===== config.mk =====
export PLATFORM = sky130hd
export DESIGN_NAME = bird_datapath_flat
export DESIGN_NICKNAME = d
export VERILOG_FILES = /design/src/rtl/bird_datapath_if.sv /design/src/rtl/bird_datapath.sv /design/src/flat_wrapper.sv
export SDC_FILE = /design/constraint.sdc
export NUM_CORES = 1
export LEC_CHECK = 0
export CORE_MARGIN = 2
export CORE_UTILIZATION = 40
export CTS_BUF_LIST = sky130_fd_sc_hd__clkbuf_8 sky130_fd_sc_hd__clkbuf_16
export DETAILED_ROUTE_END_ITERATION = 7
export PLACE_DENSITY = 0.67
export SETUP_SLACK_MARGIN = 0.1
export SLEW_MARGIN = 25
export SYNTH_ARGS = -nofsm -noshare
export SYNTH_HDL_FRONTEND = slang
export SYNTH_SLANG_ARGS = --single-unit

===== constraint.sdc =====
create_clock -name clk -period 3.3 [get_ports clk]
set_input_delay 0.33 -clock clk [delete_from_list [all_inputs] [get_ports clk]]
set_output_delay 0.33 -clock clk [all_outputs]
set_load 0.03 [all_outputs]

===== src/rtl/bird_datapath_if.sv =====
// Pixel-plot bus from the bird datapath (master) to the VGA adapter (slave).
interface bird_datapath_if;
  logic [7:0] x;
  logic [6:0] y;
  logic [2:0] colour;
  logic       plot;

  modport master (output x, y, colour, plot);
  modport slave  (input  x, y, colour, plot);
endinterface


===== src/rtl/bird_datapath.sv =====
// Bird sprite datapath: on each frame tick it erases the sprite, moves it by the
// motion code latched from the control FSM, redraws it and reports flag/touched.
module bird_datapath #(
  parameter logic [7:0] X_POS       = 8'd20,
  parameter logic [6:0] Y_START     = 7'd60,
  parameter int         BIRD_SIZE   = 4,
  parameter logic [6:0] RISE_STEP   = 7'd2,
  parameter logic [6:0] FALL_STEP   = 7'd1,
  parameter logic [6:0] CEILING     = 7'd8,
  parameter logic [7:0] GROUND      = 8'd112,
  parameter logic [2:0] BG_COLOUR   = 3'b011,
  parameter logic [2:0] BIRD_COLOUR = 3'b110,
  parameter logic [2:0] DEAD_COLOUR = 3'b100
) (
  input  logic            clk,
  input  logic            resetn,
  input  logic [2:0]      state_i,
  input  logic            press_key_i,
  input  logic            pipe_hit_i,
  input  logic            frame_tick_i,
  output logic            flag_o,
  output logic            touched_o,
  output logic            busy_o,
  output logic            done_o,
  output logic [6:0]      bird_y_o,
  bird_datapath_if.master vga
);
  localparam int N2 = BIRD_SIZE * BIRD_SIZE;
  localparam int SW = $clog2(BIRD_SIZE);
  localparam int CW = $clog2(N2);
  localparam logic [CW-1:0] LAST       = CW'(N2 - 1);
  localparam logic [7:0]    SIZE8      = 8'(BIRD_SIZE);
  localparam logic [7:0]    GROUND_TOP = GROUND - SIZE8;
  localparam logic [7:0]    RISE_LIMIT = {1'b0, CEILING} + {1'b0, RISE_STEP};

  typedef enum logic [2:0] {
    MOT_STOP  = 3'b001,
    MOT_START = 3'b010,
    MOT_FALL  = 3'b011,
    MOT_RAISE = 3'b110
  } motion_e;

  typedef enum logic [2:0] {S_IDLE, S_ERASE, S_MOVE, S_DRAW, S_DONE} seq_e;

  seq_e          seq_q, seq_d;
  motion_e       motion_q, motion_d;
  logic [CW-1:0] cnt_q, cnt_d, pixCnt;
  logic [6:0]    birdY_q, birdY_d, y_q, y_d, moveY, pixBase;
  logic [7:0]    x_q, x_d, fallSum;
  logic [2:0]    colour_q, colour_d, drawColour;
  logic          hit_q, hit_d, touched_q, touched_d, flag_q, flag_d;
  logic          done_q, done_d, plot_q, plot_d, moveTouched;

  // Position the sprite would take if this frame's MOVE happened now.
  always_comb begin
    fallSum    = {1'b0, birdY_q} + {1'b0, FALL_STEP};
    drawColour = (motion_q == MOT_STOP) ? DEAD_COLOUR : BIRD_COLOUR;
    moveY      = birdY_q;
    case (motion_q)
      MOT_START: moveY = Y_START;
      MOT_RAISE: moveY = ({1'b0, birdY_q} >= RISE_LIMIT) ? birdY_q - RISE_STEP : CEILING;
      MOT_FALL:  moveY = 7'((fallSum < GROUND_TOP) ? fallSum : GROUND_TOP);
      default:   moveY = birdY_q;
    endcase
    moveTouched = touched_q | hit_q | pipe_hit_i | (({1'b0, moveY} + SIZE8) >= GROUND);
  end

  always_comb begin
    seq_d     = seq_q;
    cnt_d     = cnt_q;
    motion_d  = motion_q;
    hit_d     = hit_q | pipe_hit_i;
    birdY_d   = birdY_q;
    touched_d = touched_q;
    flag_d    = flag_q;
    done_d    = 1'b0;
    plot_d    = 1'b0;
    colour_d  = colour_q;
    x_d       = x_q;
    y_d       = y_q;
    pixCnt    = cnt_q + CW'(1);
    pixBase   = birdY_q;

    // DRAW code holds the previous motion; unknown codes behave like STOP.
    case (state_i)
      3'b010:  motion_d = MOT_START;
      3'b110:  motion_d = MOT_RAISE;
      3'b011:  motion_d = MOT_FALL;
      3'b111:  motion_d = motion_q;
      default: motion_d = MOT_STOP;
    endcase

    case (seq_q)
      S_IDLE: begin
        if (frame_tick_i) begin
          seq_d    = S_ERASE;
          cnt_d    = '0;
          pixCnt   = '0;
          plot_d   = 1'b1;
          colour_d = BG_COLOUR;
        end
      end
      S_ERASE: begin
        if (cnt_q == LAST) begin
          seq_d = S_MOVE;
        end else begin
          cnt_d    = pixCnt;
          plot_d   = 1'b1;
          colour_d = BG_COLOUR;
        end
      end
      S_MOVE: begin
        birdY_d = moveY;
        if (motion_q == MOT_START) begin
          touched_d = 1'b0;
          hit_d     = 1'b0;
        end else begin
          touched_d = moveTouched;
        end
        seq_d    = S_DRAW;
        cnt_d    = '0;
        pixCnt   = '0;
        pixBase  = moveY;
        plot_d   = 1'b1;
        colour_d = drawColour;
      end
      S_DRAW: begin
        if (cnt_q == LAST) begin
          seq_d  = S_DONE;
          done_d = 1'b1;
          flag_d = press_key_i & (birdY_q > CEILING) & ~touched_q;
        end else begin
          cnt_d    = pixCnt;
          plot_d   = 1'b1;
          colour_d = drawColour;
        end
      end
      default: seq_d = S_IDLE;
    endcase

    if (plot_d) begin
      x_d = X_POS + {{(8 - SW){1'b0}}, pixCnt[SW-1:0]};
      y_d = pixBase + {{(7 - (CW - SW)){1'b0}}, pixCnt[CW-1:SW]};
    end
  end

  always_ff @(posedge clk) begin
    if (!resetn) begin
      seq_q     <= S_IDLE;
      cnt_q     <= '0;
      motion_q  <= MOT_START;
      hit_q     <= 1'b0;
      birdY_q   <= Y_START;
      touched_q <= 1'b0;
      flag_q    <= 1'b0;
      done_q    <= 1'b0;
      plot_q    <= 1'b0;
      x_q       <= X_POS;
      y_q       <= Y_START;
      colour_q  <= '0;
    end else begin
      seq_q     <= seq_d;
      cnt_q     <= cnt_d;
      motion_q  <= motion_d;
      hit_q     <= hit_d;
      birdY_q   <= birdY_d;
      touched_q <= touched_d;
      flag_q    <= flag_d;
      done_q    <= done_d;
      plot_q    <= plot_d;
      x_q       <= x_d;
      y_q       <= y_d;
      colour_q  <= colour_d;
    end
  end

  assign vga.x      = x_q;
  assign vga.y      = y_q;
  assign vga.colour = colour_q;
  assign vga.plot   = plot_q;
  assign flag_o     = flag_q;
  assign touched_o  = touched_q;
  assign done_o     = done_q;
  assign busy_o     = (seq_q != S_IDLE);
  assign bird_y_o   = birdY_q;
endmodule

===== src/flat_wrapper.sv =====
// flat-port wrapper written by rule: the top's interface ports become plain ports
module bird_datapath_flat 
#(
  parameter logic [7:0] X_POS       = 8'd20,
  parameter logic [6:0] Y_START     = 7'd60,
  parameter int         BIRD_SIZE   = 4,
  parameter logic [6:0] RISE_STEP   = 7'd2,
  parameter logic [6:0] FALL_STEP   = 7'd1,
  parameter logic [6:0] CEILING     = 7'd8,
  parameter logic [7:0] GROUND      = 8'd112,
  parameter logic [2:0] BG_COLOUR   = 3'b011,
  parameter logic [2:0] BIRD_COLOUR = 3'b110,
  parameter logic [2:0] DEAD_COLOUR = 3'b100
)
  (clk, resetn, state_i, press_key_i, pipe_hit_i, frame_tick_i, flag_o, touched_o, busy_o, done_o, bird_y_o, vga_x, vga_y, vga_colour, vga_plot);
  bird_datapath_if vga_i ();
  input  logic clk;
  input  logic resetn;
  input  logic [2:0] state_i;
  input  logic press_key_i;
  input  logic pipe_hit_i;
  input  logic frame_tick_i;
  output logic flag_o;
  output logic touched_o;
  output logic busy_o;
  output logic done_o;
  output logic [6:0] bird_y_o;
  output wire logic [$bits(vga_i.x)-1:0] vga_x;
  output wire logic [$bits(vga_i.y)-1:0] vga_y;
  output wire logic [$bits(vga_i.colour)-1:0] vga_colour;
  output wire logic [$bits(vga_i.plot)-1:0] vga_plot;
  assign vga_x = vga_i.x;
  assign vga_y = vga_i.y;
  assign vga_colour = vga_i.colour;
  assign vga_plot = vga_i.plot;
  bird_datapath #(.X_POS(X_POS), .Y_START(Y_START), .BIRD_SIZE(BIRD_SIZE), .RISE_STEP(RISE_STEP), .FALL_STEP(FALL_STEP), .CEILING(CEILING), .GROUND(GROUND), .BG_COLOUR(BG_COLOUR), .BIRD_COLOUR(BIRD_COLOUR), .DEAD_COLOUR(DEAD_COLOUR)) u_core (.clk(clk), .resetn(resetn), .state_i(state_i), .press_key_i(press_key_i), .pipe_hit_i(pipe_hit_i), .frame_tick_i(frame_tick_i), .flag_o(flag_o), .touched_o(touched_o), .busy_o(busy_o), .done_o(done_o), .bird_y_o(bird_y_o), .vga(vga_i));
endmodule

==> out/qor_table.md <==
| Item | Value |
|---|---|
| Synth area leaders | sky130_fd_sc_hd__dfxtp_1 (31%), sky130_fd_sc_hd__nand2_1 (4.8%), sky130_fd_sc_hd__a21oi_1 (4.6%) |
| Mean cell area of the mapped netlist | 7.87 sq um |
| Unrepaired setup endpoints after global routing | true |
| Number of global-route vias before repair | 1907 |
| Post-Synthesis Cell Area | 2170 sq um |
| Antenna Nets Post-Route | 0 |
| Number of antenna repair diodes | 0 |
| Highest net fanout along the worst path | 6 |
| Longest Clk Path Bufs | 2 |
| Post-synthesis cell type count | 64 |
| Gate family responsible for the most delay along the worst path | compound AO/OA/AOI/OAI gates |
| Fraction of the cycle the final worst path needs | 90.7% |
| Critical setup path kind | register to register |
| Global-route wire length before repair | 9.46 mm |
| Routed length per instance | 15.2 um |
| Fraction of layout cells with a size suffix above 1 | 14.1% |
| Cell with the biggest individual delay on the critical path | sky130_fd_sc_hd__fa_1 |
| Net switching share of the total power | 25.5% |
| Worst path buffer plus inverter count | 3 |
| Total global-route track usage | 19.6% |
| Required arrival time at the worst endpoint | 3.48 ns |
| Final weighted congestion in routability-driven placement | 0.953 |
| Post-detailed-route via-to-cell ratio | 5.66 |
| Clock Power Share | 41.3% |
| Number of H-tree levels | 2 |
| Main flop type after synthesis | sky130_fd_sc_hd__dfxtp_1 |
| Area inside the core boundary | 5170 sq um |
| Num CTS Buffers | 5 |
| Die Height | 77.7 um |
| Detailed-router iteration count before antenna repair | 5 |
| Number of max-capacitance violations reported | 0 |
| Buffer type at the clock tree root | sky130_fd_sc_hd__clkbuf_8 |
| Internal power of the cells | 712 uW |
| Post-synth top cells | sky130_fd_sc_hd__dfxtp_1 (34), sky130_fd_sc_hd__nand2_1 (28), sky130_fd_sc_hd__nor2_1 (24), sky130_fd_sc_hd__a21oi_1 (20), sky130_fd_sc_hd__inv_1 (15) |
| Clock transition at the registers of the reported paths | 0.07 ns |
| Post-route minimum period | 2.99 ns |
| Final-report setup violation count | 0 |
| Count of flip-flops with a built-in enable after synthesis | 0 |
| Fin nets | 330 |
| Worst-case setup margin in the final layout | 0.307 ns |
| Setup total negative slack | 0 ns |
| Initial antenna violation count | 0 |
| Pin count of the biggest net entering global routing | 18 |
| Largest stage delay on the critical path | 0.38 ns |
| Capturing element type of the critical path | register |
| Number of hold-slack violations in the final timing report | 0 |
| Area delta synth->final | 27.3% |
| Largest clock skew in the final design | 0.00801 ns |
| Area share of the largest cell type after synthesis | 31.4% |
| Number of warnings issued by yosys | 0 |
| Share of synthesized area occupied by flip-flops and latches | 31.4% |
| Number of flip-flops and latches in the synthesized netlist | 34 |
| PD cells | 346 nW/um^2 |
| Max Fclk | 0.334 GHz |
| Cell taking the most area after synthesis | sky130_fd_sc_hd__dfxtp_1 |
| Post-synthesis cell count | 276 |
| Number of violations reported at the end of detailed-routing iteration 0 | 218 |
| Port Buffer Count | 31 |
| Sum of routed wire length over all layers | 5.82 mm |
| CTS tree | yes |
| Worst EP arrival | 3.17 ns |
| Standby leakage power | 0.00107 uW |
| Count of pins over their slew limit | 0 |
| Via count | 2169 |
| Die X-Extent | 77.7 um |
| Io pins | 38 |
| Number of rows created at floorplan | 26 |
| Worst skew pair latency | 0.29 ns |
| Worst-path cell chain | buf_4 > xnor2_2 > a211oi_1 > o31ai_4 > a31oi_1 > a31oi_1 > ha_1 > inv_1 > fa_1 > a21oi_1 > o21ai_1 > nor2_2 > buf_4 > nand3_1 > o311a_1 |
| Combinational Power Share | 13.3% |
| Pre-CTS setup slack | 0.112 ns |
| Worst slew margin relative to its limit | 58.7% |
| Worst-Margin Slew | 0.612 ns |
| Final HPWL from detailed placement | 4.33 mm |
| Remaining global-route overflow | 0 |
| Psw | 244 uW |
| Starting density of the core | 42.0% |
| Worst IR Drop VDD | 0.000243 V |
| Clock sinks | 34 |
| Kind of launch point of the worst setup path | register |
| Type of the most critical hold path | register to register |
| Seq pwr share | 45.4% |
| Share of flip-flops with an asynchronous set or reset after synthesis | 0% |
| Die area | 6030 sq um |
| Most frequent cell after synthesis | sky130_fd_sc_hd__dfxtp_1 |
| Number of remaining DRC errors | 0 |
| Status | finished, final reports clean |
## per-stage QoR
step           std cells  total power [uW]  area [sq um]  hold WS (ns)  utilization [%]
2_1_floorplan        280               527          2190         0.404                -
3_3_place_gp         373               570          2560         0.441             49.5
3_5_place_dp         373               570          2560         0.451             49.5
4_1_cts              380               961          2680         0.463             51.8
5_1_grt              383               989          2760         0.484             53.4
6_report             383               956          2760         0.464             53.4
## timing repair
| action | in CTS | in global routing |
|---|---|---|
| pin swaps | 0 | 4 |
| setup buffers | 0 | 3 |
| hold endpoints to repair | 0 | 0 |
| hold buffers | 0 | 0 |
| setup endpoints to repair | 1 | 5 |
| gates resized for setup | 1 | 16 |
## power by group through the flow
stage | Clock (uW) | Sequential, uW | Combinational [uW]
global placement | 0 | 443 | 126
floorplan | 0 | 454 | 73.7
CTS | 399 | 434 | 127
global route | 416 | 435 | 138
finish | 395 | 434 | 127
detailed placement | 0 | 444 | 126
## placed cells by master (no fill, tap or decap), types with 3 or more instances in the layout
cell	count
sky130_fd_sc_hd__nor2_1	24
sky130_fd_sc_hd__nand3_1	8
sky130_fd_sc_hd__and3b_1	4
sky130_fd_sc_hd__nand3b_1	3
sky130_fd_sc_hd__clkbuf_8	6
sky130_fd_sc_hd__o211ai_1	4
sky130_fd_sc_hd__o21a_1	4
sky130_fd_sc_hd__nand2b_1	4
sky130_fd_sc_hd__and3_1	4
sky130_fd_sc_hd__inv_1	15
sky130_fd_sc_hd__conb_1	6
sky130_fd_sc_hd__a21oi_1	19
sky130_fd_sc_hd__o21ai_1	3
sky130_fd_sc_hd__nor3_1	7
sky130_fd_sc_hd__buf_4	15
sky130_fd_sc_hd__dfxtp_2	4
sky130_fd_sc_hd__dfxtp_1	29
sky130_fd_sc_hd__o31ai_1	3
sky130_fd_sc_hd__o21ai_0	10
sky130_fd_sc_hd__nor4_1	5
sky130_fd_sc_hd__a211oi_1	5
sky130_fd_sc_hd__nor2b_1	5
sky130_fd_sc_hd__clkdlybuf4s50_1	31
sky130_fd_sc_hd__nand2_1	28
sky130_fd_sc_hd__a31oi_1	3
sky130_fd_sc_hd__and2_1	4
sky130_fd_sc_hd__or3_1	6
sky130_fd_sc_hd__ha_1	6
## layout make-up
cell class	instances	area, sq um
clock buffers	6	82.6
clock inverters	1	30.0
fillers	496	2410
inverters	16	60.1
multi-input cells	210	1390
flip-flops and latches	34	689
well taps	70	87.6
repair buffers	46	423
## worst paths after layout
| check | from | endpoint | slack [ns] | depth (start not counted) |
|---|---|---|---|---|
| max reg2reg | u_core.bird_y_o[2] | u_core.vga.y[4] | 0.31 | 15 |
| min | u_core.vga.colour[2] | u_core.vga.colour[2] | 0.46 | 2 |
| max | u_core.bird_y_o[2] | u_core.vga.y[4] | 0.31 | 15 |
| min reg2reg | u_core.vga.colour[2] | u_core.vga.colour[2] | 0.46 | 2 |
## metal layers
layer	vias up	track usage (%)	wire length [um]
met5	-	0	0
met4	0	6.43	114
met3	12	4.65	450
met2	101	29.5	2570
met1	998	27.6	2680
li1	1058	-	-
## cells by family after synthesis
| family | synth area share [%] |
|---|---|
| buffers and inverters | 7.95 |
| AO/OA/AOI/OAI | 25.1 |
| flip-flops | 31.4 |
| adder cells (fa/ha/maj) | 5.53 |
| XOR/XNOR | 2.02 |
| AND/OR/NAND/NOR | 27.7 |
| other | 0.346 |
## worst reg2reg max path, stage by stage, from the launching register on
cell and delay [ns]:
sky130_fd_sc_hd__dfxtp_2 0.37, sky130_fd_sc_hd__buf_4 0.17, sky130_fd_sc_hd__xnor2_2 0.21, sky130_fd_sc_hd__a211oi_1 0.12, sky130_fd_sc_hd__o31ai_4 0.31, sky130_fd_sc_hd__a31oi_1 0.12
sky130_fd_sc_hd__a31oi_1 0.22, sky130_fd_sc_hd__ha_1 0.20, sky130_fd_sc_hd__inv_1 0.05, sky130_fd_sc_hd__fa_1 0.38, sky130_fd_sc_hd__a21oi_1 0.12, sky130_fd_sc_hd__o21ai_1 0.10
sky130_fd_sc_hd__nor2_2 0.18, sky130_fd_sc_hd__buf_4 0.14, sky130_fd_sc_hd__nand3_1 0.07, sky130_fd_sc_hd__o311a_1 0.12
## state kept, by name, indices dropped and copies added (netlist names)
signal	count
u_core.flag_o	1
u_core.vga.y	7
u_core.done_o	1
u_core.motion_q	3
u_core.cnt_q	4
u_core.vga.colour	3
u_core.vga.x	2
u_core.hit_q	1
u_core.bird_y_o	7
u_core.seq_q	3
u_core.touched_o	1
u_core.vga.plot	1
(Power assumes the default switching activity.)
